[src/rtl/ser_feeder.sv]
// ser_feeder: buffers WIDTH-bit words in a DEPTH-entry FIFO and streams them MSB-first on ser_in.
// Define SER_FEEDER_PARITY_EN to append an even-parity bit after each word's LSB.
module ser_feeder #(
    parameter int WIDTH = 8,
    parameter int DEPTH = 4
) (
    input  logic                     clock,
    input  logic                     rst,
    input  logic [WIDTH-1:0]         in_data,
    input  logic                     in_valid,
    output logic                     in_ready,
    output logic                     ser_in,
    output logic                     ser_valid,
    output logic                     busy,
    output logic [$clog2(DEPTH):0]   fifo_level
);
    localparam int PW = $clog2(DEPTH);
    localparam int CW = $clog2(WIDTH + 1);
`ifdef SER_FEEDER_PARITY_EN
    localparam logic [CW-1:0] CNT_START = CW'(WIDTH);
`else
    localparam logic [CW-1:0] CNT_START = CW'(WIDTH - 1);
`endif

    typedef enum logic {IDLE, SHIFT} state_t;

    state_t           state, state_n;
    logic [WIDTH-1:0] mem [DEPTH];
    logic [PW:0]      wptr, rptr;
    logic [WIDTH-1:0] sr, sr_n, head;
    logic [CW-1:0]    cnt, cnt_n;
    logic             ser_in_n, ser_valid_n, empty, full, push, pop;
`ifdef SER_FEEDER_PARITY_EN
    logic             par, par_n;
`endif

    assign empty      = wptr == rptr;
    assign full       = (wptr ^ rptr) == {1'b1, {PW{1'b0}}};
    assign in_ready   = !full;
    assign push       = in_valid && !full;
    assign head       = mem[rptr[PW-1:0]];
    assign fifo_level = wptr - rptr;
    assign busy       = state == SHIFT || !empty;

    always_ff @(posedge clock)
        if (push) mem[wptr[PW-1:0]] <= in_data;

    // Last bit of a frame and IDLE share the load path, which gives gap-free streaming.
    always_comb begin
        state_n     = state;
        sr_n        = sr;
        cnt_n       = cnt;
        ser_in_n    = ser_in;
        ser_valid_n = ser_valid;
        pop         = 1'b0;
`ifdef SER_FEEDER_PARITY_EN
        par_n       = par;
`endif
        if (state == SHIFT && cnt != '0) begin
            sr_n  = sr << 1;
            cnt_n = cnt - 1'b1;
`ifdef SER_FEEDER_PARITY_EN
            ser_in_n = (cnt == CW'(1)) ? par : sr[WIDTH-2];
`else
            ser_in_n = sr[WIDTH-2];
`endif
        end else if (!empty) begin
            pop         = 1'b1;
            state_n     = SHIFT;
            sr_n        = head;
            cnt_n       = CNT_START;
            ser_in_n    = head[WIDTH-1];
            ser_valid_n = 1'b1;
`ifdef SER_FEEDER_PARITY_EN
            par_n       = ^head;
`endif
        end else begin
            state_n     = IDLE;
            ser_valid_n = 1'b0;
        end
    end

    always_ff @(posedge clock or posedge rst) begin
        if (rst) begin
            state     <= IDLE;
            sr        <= '0;
            cnt       <= '0;
            ser_in    <= 1'b0;
            ser_valid <= 1'b0;
            wptr      <= '0;
            rptr      <= '0;
`ifdef SER_FEEDER_PARITY_EN
            par       <= 1'b0;
`endif
        end else begin
            state     <= state_n;
            sr        <= sr_n;
            cnt       <= cnt_n;
            ser_in    <= ser_in_n;
            ser_valid <= ser_valid_n;
            if (push) wptr <= wptr + 1'b1;
            if (pop)  rptr <= rptr + 1'b1;
`ifdef SER_FEEDER_PARITY_EN
            par       <= par_n;
`endif
        end
    end
endmodule

[config.mk]
export PLATFORM = sky130hd
export DESIGN_NAME = ser_feeder
export DESIGN_NICKNAME = d
export VERILOG_FILES = /design/src/rtl/ser_feeder.sv
export SDC_FILE = /design/constraint.sdc
export NUM_CORES = 1
export LEC_CHECK = 0
export CORE_ASPECT_RATIO = 0.9
export CORE_MARGIN = 2
export CORE_UTILIZATION = 55
export DETAILED_ROUTE_END_ITERATION = 6
export GPL_ROUTABILITY_DRIVEN = 0
export GPL_TIMING_DRIVEN = 0
export PLACE_DENSITY = 0.78
export SYNTH_ARGS = -nofsm -noshare
export SYNTH_HDL_FRONTEND = slang
export SYNTH_SLANG_ARGS = --single-unit
[constraint.sdc]
create_clock -name clock -period 7 [get_ports clock]
set_input_delay 2.1 -clock clock [delete_from_list [all_inputs] [get_ports clock]]
set_output_delay 2.1 -clock clock [all_outputs]
set_load 0.005 [all_outputs]
# Word level (Yosys, flattened, before mapping)
# Memories as Yosys holds them, arrays and structs flattened.
# Cells that the tools add are included.
[totals]
register_bits = 19
latchBits = 0
mem_bits_rw = 32
mem_bits_ro = 0
out_inout_bits = 7
elab_cells = 31
mem_count = 1
[mem_list]
columns = ["name", "words", "width", "read_ports", "rd_clocked_by_memory_dff", "wr", "line_no", "rtl"]
rows = [
  ["mem", 4, 8, 1, 0, 1, "28", "logic [WIDTH-1:0] mem [DEPTH];"],
]
[op_classes]
n_addsub = 4
mul = 0
div = 0
order_cmp = 0
n_eq_ne = 3
shifts = 0
mux = 10
n_bitwise = 1
n_reduce_logical = 6
[ops]
columns = ["operator", "count"]
rows = [
  ["$mux 7", 2],
  ["$mux 4", 2],
  ["$add 3x1->3 const B", 2],
  ["$mux 1", 6],
  ["$reduce_bool 4->1", 1],
  ["$sub 4x1->4 const B", 1],
  ["$eq 3x3->1", 1],
  ["$eq 3x3->1 const B", 1],
  ["$sub 3x3->3", 1],
  ["$xor 3x3->3", 1],
  ["$logic_and 1x1->1", 2],
  ["$logic_not 1->1", 2],
  ["$ne 2x1->1 const B", 1],
  ["$logic_or 1x1->1", 1],
]

# Depth between registers and ports, before layout
# Gate-level depths: netlist of run 1.
[depth]
ltp_word = 6
mapped_depth = 7

# Least setup slack after synthesis of run 1
# No wires, ideal clock.
[synth_timing]
path_type = "register to output"
start = "reg rptr[1]"
end = "out busy"
arrival_ns = 1.684
t_required_ns = 4.900
path_slack_ns = 3.216
stages_incl_launch_ff = 7
path_buffers = 2
cell_sequence = "dfrtp_1 -> clkbuf_1 -> inv_1 -> ha_1 -> and2_1 -> clkbuf_1 -> nand3_1"
[synth_via]
elab_chain_len = 3
[synth_rtl]
columns = ["element", "line_no", "rtl"]
rows = [
  ["from (decl)", "29", "logic [PW:0] wptr, rptr;"],
  ["from (signal assigned)", "102", "if (pop) rptr <= rptr + 1'b1;"],
  ["$eq 3x3->1", "37", "assign empty = wptr == rptr;"],
  ["$logic_not 1->1", "-", ""],
  ["$logic_or 1x1->1", "43", "assign busy = state == SHIFT || !empty;"],
  ["to (decl)", "14", "output logic busy,"],
]
# No other way between the ends.

# Worst setup path in the final report of run 1
# Ends and elaborated chain as after synthesis.

==> results of run 1 <==
-- Yosys cell counts, drive strengths merged --
| cell | n | area [um^2] |
|---|---|---|
| a21o | 1 | 7.51 |
| xnor2 | 5 | 51.3 |
| xor2 | 3 | 33.8 |
| mux4 | 8 | 180 |
| o221ai | 1 | 15.0 |
| a21boi | 1 | 11.3 |
| dfrtp | 19 | 475 |
| nand2 | 4 | 22.5 |
| a22oi | 1 | 12.5 |
| ha | 8 | 100 |
| and2 | 4 | 25.0 |
| o31ai | 1 | 7.51 |
| fa | 1 | 20.0 |
| o21ai | 7 | 35.0 |
| nor3b | 1 | 12.5 |
| inv | 10 | 37.5 |
| clkbuf | 3 | 11.3 |
| a31oi | 7 | 43.8 |
| a2bb2oi | 1 | 8.76 |
| buf | 2 | 16.3 |
| mux2 | 2 | 22.5 |
| a32oi | 1 | 8.76 |
| a211oi | 2 | 27.5 |
| edfxtp | 32 | 961 |
| or4 | 1 | 8.76 |
| nand3 | 8 | 40.0 |
| or3b | 1 | 11.3 |
| nor3 | 8 | 40.0 |
| a21oi | 2 | 10.0 |
| a22o | 1 | 8.76 |
-- worst paths after layout --
path,start,end,depth (start not counted)
min,sr[0],sr[0],1
max in group asynchronous,rst,sr[4],2
min in group asynchronous,rst,cnt[2],2
max,rptr[1],busy,7
max reg2reg,rptr[1],mem[3][4],6
min reg2reg,sr[0],sr[0],1
-- metal layers --
layer  GRT usage (%)  vias up
li1                -      601
met1            24.8      665
met2            33.0       25
met3            4.82        6
met4            8.96        0
met5               0        -
-- power by group through the flow --
| stage | Clock (uW) | Sequential (uW) | Combinational [uW] |
|---|---|---|---|
| 3_3_place_gp | 0 | 474 | 528 |
| 2_1_floorplan | 0 | 467 | 387 |
| 5_1_grt | 223 | 486 | 605 |
| 3_5_place_dp | 0 | 483 | 555 |
| 4_1_cts | 211 | 476 | 559 |
| 6_report | 209 | 476 | 548 |
-- per-stage QoR --
stage	worst slack (ps)	cells	util, %	hold WS (ps)
6_report	2030	219	65.0	529
3_3_place_gp	2460	211	62.1	497
5_1_grt	1820	219	65.0	578
2_1_floorplan	3220	146	-	474
3_5_place_dp	2400	211	62.1	506
4_1_cts	2020	219	65.0	528
-- worst max-delay path, cell delays in order, from the launching register on --
cell	delay, ps
dfrtp_1	420
clkbuf_1	490
inv_1	100
ha_1	360
and2_1	210
clkbuf_1	360
nand3_1	140
clkdlybuf4s50_1	470
-- final cells by class --
cell class | count | area share [%]
multi-input cells | 80 | 29.3
repair buffers | 17 | 6.51
flip-flops and latches | 51 | 55.0
inverters | 10 | 1.44
clock inverters | 3 | 1.82
well taps | 48 | 2.30
plain buffers | 5 | 1.05
clock buffers | 5 | 2.63
-- cells by family after synthesis --
logic type	count (synthesis)	synth area share (%)
flip-flops	51	63.4
AND/OR/NAND/NOR	27	7.07
AO/OA/AOI/OAI	26	8.67
buffers and inverters	15	2.87
multiplexers	10	8.95
adder cells (fa/ha/maj)	9	5.30
XOR/XNOR	8	3.76
-- registers in the layout, summed over array words and instances (netlist names) --
name,count
ser_in,1
state,1
cnt,4
mem,32
wptr,3
sr,7
rptr,3
==> impl_metrics.ini, run 1 <==
[flow_run]
cap_violations = 0

[route]
dr_wl_met3_um = 126
wl_per_cell_um = 18.1
via_per_inst = 5.92
drt-met1-wl_um = 1790
num_vias = 1297
drt-initial-drc-count = 81
routed_wl_um = 3960
top_layer_used = met4
final_antenna_net_count = 0
post-route-drc-count = 0
drtPass1Iterations = 4
route.met2.wl_um = 2000

[global_route]
grt_pass1_wl_um = 6820
antenna_found_initial = 0
gr-total-overflow = 0
grt_max_degree = 20
track_usage_pct = 19.9
grt_pass1_vias = 1402

[yosys]
syn_nets = 166
syn_area_um2 = 2270
synthCells = 146
ys_seq_area_share_pct = 63.4
syn_avg_cell_area_um2 = 15.5
synth_cell_types = 36
yosys_warnings = 0
ys_ff_latch = 51

[pwr]
comb_power_share_pct = 44.5
p_leak_uw = 0.000983
p_int_uw = 781
vdd_drop_max_mv = 0.279
seqPwrFrac_pct = 38.6
pwr-share-clk_pct = 16.9
power_density_nw_per_um2 = 472
switching_share_pct = 36.7
p_switching_uw = 453
power_uw = 1230

[finish]
finalNetCount = 190
stdcell_area_um2 = 2610
multi_input_comb_area_um2 = 764
final_cell_mix = edfxtp_1 (32), dfrtp_1 (19), clkdlybuf4s50_1 (17)
diodes = 0
num-fill-cells = 286
drive_gt1_share_pct = 17.0
seqCellArea_um2 = 1440
layout_commonest_cell = edfxtp_1
area_growth_pct = 15.3

[timing]
final.period_utilization_pct = 70.9
hold_violations = 0
final.setup.tns_ps = 0
fmax_mhz = 201
slew_headroom_pct = 27.8
slew_violations = 0
setup_viol = 0
tightest_slew_ps = 1080
finalCriticalPeriod_ps = 4970
fin_skew_ps = 6.19
rsz0062_at_grt = false

[run_status]
status = finished, final reports clean

[floorplanning]
die_width_um = 71.7
rows = 22
io_pins = 18
die_area_um2 = 4650
initial_utilization_pct = 56.4
dieHeight_um = 64.9
design.core.area_um2 = 4020

[clock_tree]
cts_tree = done
clk_path_buf_depth = 2
cts_root_buffer = clkbuf_8
post_cts_buffers = 0
htreeDepth = 2
holdBufCountCts = 0
cts-resized-gates = 0
clkTransAtPathRegs_ps = 100
clock_latency_ps = 310
cts_sinks = 51
cts-buffers-inserted = 5

[placement]
place_area_um2 = 2500
hpwl_um = 2830
port_buffers = 17

[setup_path]
r2r_setup_slack_ps = 3910
startpoint_type = flip-flop
path_max_fanout = 10
worstPathRequired_ps = 4900
cp.arrival_ps = 2870
endpoint_kind = primary output
critPathKind = reg -> out

[hold_path]
hp-class = reg -> reg
Note: power is estimated with default switching activity, not from simulation.
==> run 2: changes to the inputs <==
==> constraint.sdc (replaced) <==
create_clock -name clock -period 5.1 [get_ports clock]
set_input_delay 1.53 -clock clock [delete_from_list [all_inputs] [get_ports clock]]
set_output_delay 1.53 -clock clock [all_outputs]
set_load 0.005 [all_outputs]
==> results of run 2 <==
Same layout as run 1 (identical final DEF). Status: finished, final reports clean.
Main changes from that run: setup slack after placement 2400 ps -> 1070 ps; setup slack after layout 2030 ps -> 705 ps; register-to-register setup slack 3910 ps -> 2010 ps; total power 1230 uW -> 1690 uW; worst IR drop on VDD 0.279 mV -> 0.383 mV
==> run 3: changes to the inputs <==
--- a/config.mk
+++ b/config.mk
@@ -5,6 +5,7 @@
 export SDC_FILE = /design/constraint.sdc
 export NUM_CORES = 1
 export LEC_CHECK = 0
+export ABC_CLOCK_PERIOD_IN_PS = 5100
 export CORE_ASPECT_RATIO = 0.9
 export CORE_MARGIN = 2
 export CORE_UTILIZATION = 55
==> results of run 3 <==
Same layout as run 1 (identical final DEF). Status: finished, final reports clean.
Main changes from that run: setup slack after placement 2400 ps -> 1070 ps; setup slack after layout 2030 ps -> 705 ps; register-to-register setup slack 3910 ps -> 2010 ps; total power 1230 uW -> 1690 uW; worst IR drop on VDD 0.279 mV -> 0.383 mV
